<file path="src/rtl/pipe_hazard_ctrl.sv">
// Purpose : hazard controller for a 5-stage pipeline (stall, bubble, flush, forward, freeze).
// Latency : control and forwarding outputs are combinational from the ID inputs and the shadow slots.
//           Slot, FSM and counter state updates on the next clk edge.
// Backpress: mem_busy freezes the whole pipeline (all enables low, slots held). A watchdog sets
//           the sticky mem_timeout flag after MAX_WAIT consecutive busy cycles.
// Ports   : clk/rst (async active-low); id_* describe the instruction in ID; ex_br_taken, mem_busy;
//           pc_we, fd_we, fd_flush, dx_bubble, fwd_a, fwd_b, mem_timeout.
// Option  : define HAZARD_PERF_CNT_EN to add the saturating counters perf_stall, perf_flush and perf_freeze.
module pipe_hazard_ctrl #(
    parameter int REG_AW   = 5,
    parameter int MAX_WAIT = 64,
    parameter int CNT_W    = 16
) (
    input  logic              clk,
    input  logic              rst,
    input  logic [REG_AW-1:0] id_rs,
    input  logic [REG_AW-1:0] id_rt,
    input  logic              id_use_rs,
    input  logic              id_use_rt,
    input  logic [REG_AW-1:0] id_rd,
    input  logic              id_wr,
    input  logic              id_load,
    input  logic              ex_br_taken,
    input  logic              mem_busy,
    output logic              pc_we,
    output logic              fd_we,
    output logic              fd_flush,
    output logic              dx_bubble,
    output logic [1:0]        fwd_a,
    output logic [1:0]        fwd_b,
    output logic              mem_timeout
`ifdef HAZARD_PERF_CNT_EN
    ,
    output logic [CNT_W-1:0]  perf_stall,
    output logic [CNT_W-1:0]  perf_flush,
    output logic [CNT_W-1:0]  perf_freeze
`endif
);

    typedef struct packed {
        logic              vld;
        logic [REG_AW-1:0] rd;
        logic              load;
    } slot_t;

    typedef enum logic [0:0] {
        ST_RUN   = 1'b0,
        ST_MWAIT = 1'b1
    } state_t;

    localparam logic [CNT_W-1:0] MAX_WAIT_C = CNT_W'(MAX_WAIT);
    localparam logic [CNT_W-1:0] CNT_MAX    = {CNT_W{1'b1}};
    localparam logic [CNT_W-1:0] CNT_ONE    = CNT_W'(1);

    state_t             state_q, state_d;
    slot_t              ex_q, ex_d;
    slot_t              mem_q, mem_d;
    slot_t              wb_q, wb_d;
    logic [CNT_W-1:0]   wait_cnt_q, wait_cnt_d;
    logic               timeout_q, timeout_d;

    // A slot only produces a hazard for an operand the ID instruction actually reads;
    // register 0 is hard-wired and therefore never matches.
    function automatic logic slot_match(input slot_t s, input logic [REG_AW-1:0] src,
                                        input logic use_src);
        return s.vld && (s.rd != '0) && (s.rd == src) && use_src;
    endfunction

    function automatic logic [CNT_W-1:0] sat_inc(input logic [CNT_W-1:0] v);
        return (v == CNT_MAX) ? v : v + CNT_ONE;
    endfunction

    logic ex_a, mem_a, wb_a;
    logic ex_b, mem_b, wb_b;
    logic load_use;

    always_comb begin
        ex_a     = slot_match(ex_q,  id_rs, id_use_rs);
        mem_a    = slot_match(mem_q, id_rs, id_use_rs);
        wb_a     = slot_match(wb_q,  id_rs, id_use_rs);
        ex_b     = slot_match(ex_q,  id_rt, id_use_rt);
        mem_b    = slot_match(mem_q, id_rt, id_use_rt);
        wb_b     = slot_match(wb_q,  id_rt, id_use_rt);
        load_use = ex_q.load && (ex_a || ex_b);
    end

    // Nearest producer wins. A load in EX cannot forward; that case is covered by the
    // load-use stall, so falling through to older slots is harmless.
    always_comb begin
        fwd_a = 2'b00;
        if (ex_a && !ex_q.load) fwd_a = 2'b01;
        else if (mem_a)         fwd_a = 2'b10;
        else if (wb_a)          fwd_a = 2'b11;

        fwd_b = 2'b00;
        if (ex_b && !ex_q.load) fwd_b = 2'b01;
        else if (mem_b)         fwd_b = 2'b10;
        else if (wb_b)          fwd_b = 2'b11;
    end

    always_comb begin
        state_d    = state_q;
        ex_d       = ex_q;
        mem_d      = mem_q;
        wb_d       = wb_q;
        wait_cnt_d = wait_cnt_q;
        pc_we      = 1'b1;
        fd_we      = 1'b1;
        fd_flush   = 1'b0;
        dx_bubble  = 1'b0;

        if (mem_busy) begin
            // Freeze: nothing advances, and the branch resolution is held upstream so it
            // re-presents once the memory is ready.
            state_d    = ST_MWAIT;
            pc_we      = 1'b0;
            fd_we      = 1'b0;
            wait_cnt_d = sat_inc(wait_cnt_q);
        end else begin
            state_d = ST_RUN;
            if (state_q == ST_MWAIT) begin
                wait_cnt_d = '0;
            end
            wb_d  = mem_q;
            mem_d = ex_q;
            if (ex_br_taken) begin
                // The ID instruction is killed, so any load-use hazard it had is moot.
                fd_flush  = 1'b1;
                dx_bubble = 1'b1;
                ex_d      = '0;
            end else if (load_use) begin
                pc_we     = 1'b0;
                fd_we     = 1'b0;
                dx_bubble = 1'b1;
                ex_d      = '0;
            end else begin
                ex_d.vld  = id_wr;
                ex_d.rd   = id_rd;
                ex_d.load = id_load;
            end
        end

        timeout_d = timeout_q || (mem_busy && (wait_cnt_d == MAX_WAIT_C));
    end

    assign mem_timeout = timeout_q;

    always_ff @(posedge clk or negedge rst) begin
        if (!rst) begin
            state_q    <= ST_RUN;
            ex_q       <= '0;
            mem_q      <= '0;
            wb_q       <= '0;
            wait_cnt_q <= '0;
            timeout_q  <= 1'b0;
        end else begin
            state_q    <= state_d;
            ex_q       <= ex_d;
            mem_q      <= mem_d;
            wb_q       <= wb_d;
            wait_cnt_q <= wait_cnt_d;
            timeout_q  <= timeout_d;
        end
    end

`ifdef HAZARD_PERF_CNT_EN
    logic [CNT_W-1:0] perf_stall_q,  perf_stall_d;
    logic [CNT_W-1:0] perf_flush_q,  perf_flush_d;
    logic [CNT_W-1:0] perf_freeze_q, perf_freeze_d;

    always_comb begin
        perf_stall_d  = perf_stall_q;
        perf_flush_d  = perf_flush_q;
        perf_freeze_d = perf_freeze_q;
        if (mem_busy) begin
            perf_freeze_d = sat_inc(perf_freeze_q);
        end else if (ex_br_taken) begin
            perf_flush_d = sat_inc(perf_flush_q);
        end else if (load_use) begin
            perf_stall_d = sat_inc(perf_stall_q);
        end
    end

    always_ff @(posedge clk or negedge rst) begin
        if (!rst) begin
            perf_stall_q  <= '0;
            perf_flush_q  <= '0;
            perf_freeze_q <= '0;
        end else begin
            perf_stall_q  <= perf_stall_d;
            perf_flush_q  <= perf_flush_d;
            perf_freeze_q <= perf_freeze_d;
        end
    end

    assign perf_stall  = perf_stall_q;
    assign perf_flush  = perf_flush_q;
    assign perf_freeze = perf_freeze_q;
`endif

endmodule

</file>
<file path="config.mk">
export PLATFORM = sky130hd
export DESIGN_NAME = pipe_hazard_ctrl
export DESIGN_NICKNAME = d
export VERILOG_FILES = /design/src/rtl/pipe_hazard_ctrl.sv
export SDC_FILE = /design/constraint.sdc
export NUM_CORES = 1
export LEC_CHECK = 0
export ABC_AREA = 1
export CAP_MARGIN = 20
export CORE_MARGIN = 4
export CORE_UTILIZATION = 45
export CTS_CLUSTER_DIAMETER = 150
export DETAILED_ROUTE_END_ITERATION = 10
export DONT_BUFFER_PORTS = 1
export HOLD_SLACK_MARGIN = 0.12
export PLACE_DENSITY = 0.61
export SETUP_SLACK_MARGIN = 0.1
export SLEW_MARGIN = 10
export SYNTH_ARGS = -nofsm -noshare
export SYNTH_HDL_FRONTEND = slang
export SYNTH_SLANG_ARGS = --single-unit
</file>
<file path="constraint.sdc">
create_clock -name clk -period 3.2 [get_ports clk]
set_clock_uncertainty 0.15 [all_clocks]
set_input_delay 0.8 -clock clk [delete_from_list [all_inputs] [get_ports clk]]
set_output_delay 0.8 -clock clk [all_outputs]
set_load 0.1 [all_outputs]
</file>
==> impl_results.md, run 1 <==
* Final Wtd Congestion at slightly below 0.9
* Final Setup Violations at 0
* Initial core utilization at roughly 46%
* WL met1 at approximately 3300 um
* 1st-pass router iterations at 5
* Slew HR at approximately 40%
* # Max-Cap Violations at 0
* Max stage delay on crit path at ~0.45 ns
* Startpoint class of the critical path: flop
* Cells after Synth at between 300 and 400
* Setup bufs post-CTS at 0
* Worst vdd ir at 0.0003022 V
* Clock Sinks at 37
* Antenna violations before repair at 0
* Clock power share at between 30% and 40%
* Seq. cell area at 925.9 um^2
* Layout Nets at around 400
* Max Clk Rate at about 350 MHz
* Metal2 WL at around 2800 um
* GRT overflow at 0
* Critical Path RT at 2.25 ns
* Row cnt at 27
* Number of fill cells at between 500 and 600
* H-tree levels at 2
* Crit path top cell by count: inv_1
* Max Used Layer: met4
* RSZ-0062 raised after global routing: no
* YS warnings at 0
* Area of the multi-input gates at 0.001413 mm^2
* Combinational Power Share at about 17%
* Ports at 32
* Global-route usage over all layers at between 10% and 20%
* Detailed-routed wire length on met3 at roughly 300 um
* Sw frac at between 20 and 30%
* Vias at 2402
* Slowest CP cell: dfrtp_1
* DRC Markers at 0
* Layout cell share with drive strength beyond 1 at a little over a tenth
* TritonCTS clock tree: yes
* Post-DP HPWL at between 4000 and 5000 um
* Cells after DPL at about 440
* Final setup margin at approximately 0.31 ns
* Hold Path Class: in2async
* Fin cells at around 450
* Pwr Total at approximately 1.2 mW
* Root Buffer: clkbuf_8
* IO Port Bufs at 0
* Drt via density at 5.374
* Syn Nets at 391
* Cells along the critical path: inv_1 -> nand2_1 -> o21ai_0 -> inv_1 -> nand4_1 -> nand2_2 -> a31oi_4 -> buf_12
* Status: finished clean
* Post-DRT Antenna Nets at 0
* WP buf/inv at 3
* Worst-path fanout max at 4
* Pint at 892.0 uW
* Sequential area share after synthesis at around 36%
* Core Util, Final at between 50% and 60%
* Max Transition Viols Final at 0
* Full die area at ~0.0069 mm^2
* Core footprint at ~0.0055 mm^2
* Tmin final at 2.887 ns
* Most common cell after layout, fill and taps aside: nand2_1
* Die H at a little over 80 um
* Most frequent cells in the layout: 113 x nand2_1, 44 x inv_1, 37 x dfrtp_1
* Fin crit share at 90.22%
* Reg2Reg Setup Slack at 0.97 ns
* Synth Register Bits at 37
* Setup crit end kind: output port
* Syn_area_per_cell at 6.914 um^2
* Die W at approximately 83 um
* Num CTS Buffers at 5
* Synth cell types at 38
* CTS Buffer Depth at 2
* CP delay by family, top: buffers and inverters
* Pleak at ~1.4 nW
* Ant diodes at 0
* Pre-CTS setup slack at 0.3442 ns
* Skew-Pair Late Insertion Delay at ~0.3 ns
* P_sw at ~350 uW
* Final TNS setup at 0 ns
* Final wirelength at 6422 um
* DR iter-0 viols at 182
* WS Path Type: reg2out
* Post-DR wirelength/cell at 14.37 um
* Area grow syn2layout at 13.31%
* Final Hold Viols at 0
* PwrDens at between 400 and 500 mW/mm^2
* Synthesized cell area at between 0.002 and 0.003 mm^2
* Least-Margin Pin Slew at 0.8984 ns
* Reg clk slew, reported paths at roughly 0.080 ns
* Reg power frac at between 40% and 50%
* Vias in the first global route at about 2300
* First-pass GRT wire length at roughly 11000 um
* Data arrival, critical path at slightly below 2 ns
* Pin count of the biggest net entering global routing at 56
[worst reg2reg max path, delay by kind of cell (launching register included)]
kind,cells,cell delay [ns]
simple gates,12,1.30
fa+ha+maj,1,0.28
flops,1,0.42
[power groups by stage]
| stage | sequential (mW) | combinational [mW] | clock, mW |
|---|---|---|---|
| 3_5_place_dp | 0.562 | 0.197 | 0 |
| 3_3_place_gp | 0.562 | 0.197 | 0 |
| 4_1_cts | 0.553 | 0.211 | 0.487 |
| 2_1_floorplan | 0.546 | 0.169 | 0 |
| 5_1_grt | 0.560 | 0.240 | 0.509 |
| 6_report | 0.554 | 0.209 | 0.482 |
[per-stage QoR]
step,hold WS [ns],cell area (um^2)
final,0.1700,2875
after detailed placement,0.3553,2719
after CTS,0.1897,2873
after global placement,0.3505,2719
after floorplan,0.3027,2559
after global routing,0.1887,2875
[cell type report]
class,instances,share of cell area [%]
Multi-Input combinational cell,273,49.13
Sequential cell,37,32.20
Inverter,48,6.353
Timing Repair Buffer,9,4.526
Tap cell,72,3.133
Clock buffer,5,2.393
Clock inverter,3,2.263
[repair_timing]
action                                  in CTS  in global routing
hold endpoints to repair                    37                  0
hold buffers                                 1                  0
endpoints found under the setup margin       0                  1
gates resized for setup                      0                  1
[flip-flops by register name (all words and copies together) (netlist names)]
register / count
ex_q: 7
mem_q: 6
mem_timeout: 1
state_q: 1
wait_cnt_q: 16
wb_q: 6
[cells in the mapped netlist, drive strengths merged]
master	n	share of area, %
nand2	120	19
inv	46	6.9
dfrtp	37	36
nor2	33	6.7
o21ai	28	5.5
nand3	24	5.1
nand4	21	5.2
a21oi	10	2.0
xor2	9	3.1
xnor2	8	2.8
buf	5	0.99
clkbuf	4	0.59
nor3	3	0.59
o22ai	3	0.74
clkinv	2	0.30
nand3b	2	0.59
or2	2	0.49
a21boi	1	0.30
a22o	1	0.35
a31oi	1	0.25
and3b	1	0.35
ha	1	0.49
nand2b	1	0.25
o2111a	1	0.44
o211ai	1	0.30
o221ai	1	0.35
o41ai	1	0.35
[final timing paths]
check	startpoint	to	cells after the start
min	rst	wait_cnt_q[2]	1
max reg2reg	wait_cnt_q[0]	mem_timeout	13
max in group asynchronous	rst	mem_q[3]	1
min in group clk	wb_q[1]	wb_q[1]	2
max	ex_q[1]	pc_we	8
min reg2reg	wb_q[1]	wb_q[1]	2
[metal layers]
metal  vias to the layer above  track usage [%]
li1                       1212                -
met1                      1108            28.85
met2                        72            28.86
met3                        10            3.968
met4                         0            4.606
met5                         -                0
[logic make-up after synthesis]
| logic type | after synthesis | share of synthesized area [%] |
|---|---|---|
| xor gates and xnor gates | 17 | 5.868 |
| AOI/OAI and AO/OA | 48 | 10.55 |
| DFF | 37 | 36.49 |
| and+or+nand+nor | 207 | 37.82 |
| buffers and inverters | 57 | 8.777 |
| adders and majority gates | 1 | 0.4930 |
No activity file was read; power rests on OpenSTA's default activity.
==> run 2: changes to the inputs <==
--- a/config.mk
+++ b/config.mk
@@ -12,6 +12,7 @@
 export CTS_CLUSTER_DIAMETER = 150
 export DETAILED_ROUTE_END_ITERATION = 10
 export DONT_BUFFER_PORTS = 1
+export GPL_ROUTABILITY_DRIVEN = 0
 export HOLD_SLACK_MARGIN = 0.12
 export PLACE_DENSITY = 0.61
 export SETUP_SLACK_MARGIN = 0.1
==> impl_results.md, run 2 (synthesized netlist as in run 1, its figures left out) <==
* Setup bufs post-CTS at 0
* Drt via density at between 5 and 6
* Hold Slack at between 0.15 and 0.2 ns
* Row cnt at 27
* Hold Path Class: in2async
* 1st-pass router iterations at 5
* Cells after DPL at ~440
* Slowest CP cell: dfrtp_1
* Final Setup Violations at 0
* Core footprint at 0.005473 mm^2
* Pre-CTS setup slack at around 0.34 ns
* Global-route usage over all layers at a little under a fifth
* DRC Markers at 0
* IO Port Bufs at 0
* Post-DR wirelength/cell at between 10 and 15 um
* Fin cells at 447
* Antenna violations before repair at 0
* TritonCTS clock tree: yes
* Cells along the critical path: inv_1 -> o21ai_0 -> nor3_1 -> nand4_1 -> nand2_1 -> nand2_1 -> a21oi_2 -> buf_12
* Layout Nets at just under 400
* Worst R2R Path Depth at 13
* Largest Register: wait_cnt_q
* Max Transition Viols Final at 0
* # resized after CTS at 0
* Reg clk slew, reported paths at about 0.09 ns
* PwrDens at between 300 and 400 mW/mm^2
* Startpoint class of the critical path: flop
* Die H at between 80 and 90 um
* Number of fill cells at 563
* Most common cell after layout, fill and taps aside: nand2_1
* Num CTS Buffers at 5
* Area grow syn2layout at 11.54%
* CTS Buffer Depth at 2
* H-tree levels at 2
* Fin crit share at between 90% and 100%
* RSZ-0062 raised after global routing: no
* Vias in the first global route at about 2200
* Reg2Reg Setup Slack at 1.00 ns
* Die W at 83.09 um
* Initial core utilization at approximately 46%
* Data arrival, critical path at 1.98 ns
* Vias at around 2400
* Worst reg2reg endpoint: mem_timeout
* Crit path top cell by count: nand2_1
* Max Clk Rate at roughly 340 MHz
* Largest regs: wait_cnt_q x16, ex_q x7
* Skew-Pair Late Insertion Delay at ~0.29 ns
* WS Path Type: reg2out
* Post-route cell area at roughly 0.0028 mm^2
* Ports at 32
* First-pass GRT wire length at ~11000 um
* Critical Path RT at 2.25 ns
* Pleak at between 1 and 1.5 nW
* CP delay by family, top: simple AND/OR/NAND/NOR gates
* Pwr Total at 1.095 mW
* Root Buffer: clkbuf_8
* Slew HR at 40.23%
* Worst-path fanout max at 4
* Largest register FFs at 16
* Final wirelength at between 6000 and 7000 um
* WP buf/inv at 2
* GRT overflow at 0
* # Max-Cap Violations at 0
* Critical Path Stages at 8
* Post-DP HPWL at between 4000 and 5000 um
* Status: finished clean
* Final setup margin at 0.2684 ns
* Post-DRT Antenna Nets at 0
* Most frequent cells in the layout: 114 x nand2_1, 44 x inv_1, 37 x dfrtp_1
* Layout cell share with drive strength beyond 1 at between 10% and 20%
* Final TNS setup at 0 ns
* Least-Margin Pin Slew at 0.8966 ns
* Launching point of the worst reg2reg path: wait_cnt_q[0]
* CTS Hold Bufs at 1
* Setup crit end kind: output port
* DR iter-0 viols at between 100 and 150
* Placed cell areas at roughly 0.0027 mm^2
* Worst vdd ir at 0.0002670 V
* Max stage delay on crit path at between 0.4 and 0.5 ns
* Critical path startpoint: ex_q[2]
* Pin count of the biggest net entering global routing at 56
* Core Util, Final at roughly half
* Clock Sinks at 37
* Ant diodes at 0
* Tmin final at roughly 2.9 ns
* Full die area at about 0.0069 mm^2
* Final Hold Viols at 0
* Worst setup path endpoint: dx_bubble
==> run 2: cell types whose count changed in the layout (fill, tap and decap cells not counted) <==
cell / delta
clkinvlp_4: +3
bufinv_16: -2
clkinv_2: -1
nand2_1: +1
nand2_2: -1
==> run 2: final cells by class <==
| class | count | area (um^2) | share of cell area [%] |
|---|---|---|---|
| Multi-Input combinational cell | 273 | 1410 | 49.82 |
| Clock inverter | 3 | 22.52 | 0.7958 |
| Sequential cell | 37 | 925.9 | 32.71 |
| Inverter | 48 | 182.7 | 6.454 |
| Clock buffer | 5 | 68.82 | 2.431 |
| Timing Repair Buffer | 9 | 130.1 | 4.598 |
| Tap cell | 72 | 90.09 | 3.183 |
==> run 2: how the worst min path moves through the flow <==
stage,startpoint,end,slack (ns),depth (start not counted)
after floorplan,wb_q[6],wb_q[6],0.30,2
after global placement,wb_q[6],wb_q[6],0.32,2
after detailed placement,wb_q[6],wb_q[6],0.33,2
after CTS,rst,wait_cnt_q[1],0.19,1
after global routing,rst,wait_cnt_q[1],0.19,1
final,rst,wait_cnt_q[1],0.18,1
==> run 2: per-layer routing <==
metal / global-route usage, % / part of all wire [%] / up-vias / wire [um]
met5: 0 / 0 / - / 0
met1: 29.26 / 50 / 1109 / 3117
met4: 4.606 / 1.2 / 0 / 75
li1: - / - / 1203 / -
met3: 4.167 / 5.7 / 11 / 355
met2: 27.11 / 43 / 72 / 2658
==> run 2: power by group <==
| part | switching (mW) | total (mW) | internal, mW |
|---|---|---|---|
| combinational | 0.129 | 0.207 | 0.0783 |
| clock | 0.181 | 0.333 | 0.153 |
| sequential | 0.0509 | 0.554 | 0.503 |
==> run 3: changes to the inputs <==
--- a/config.mk
+++ b/config.mk
@@ -6,7 +6,6 @@
 export NUM_CORES = 1
 export LEC_CHECK = 0
 export ABC_AREA = 1
-export CAP_MARGIN = 20
 export CORE_MARGIN = 4
 export CORE_UTILIZATION = 45
 export CTS_CLUSTER_DIAMETER = 150
==> results of run 3 <==
Same layout as run 2: the final DEF is identical, and so are final timing and power.
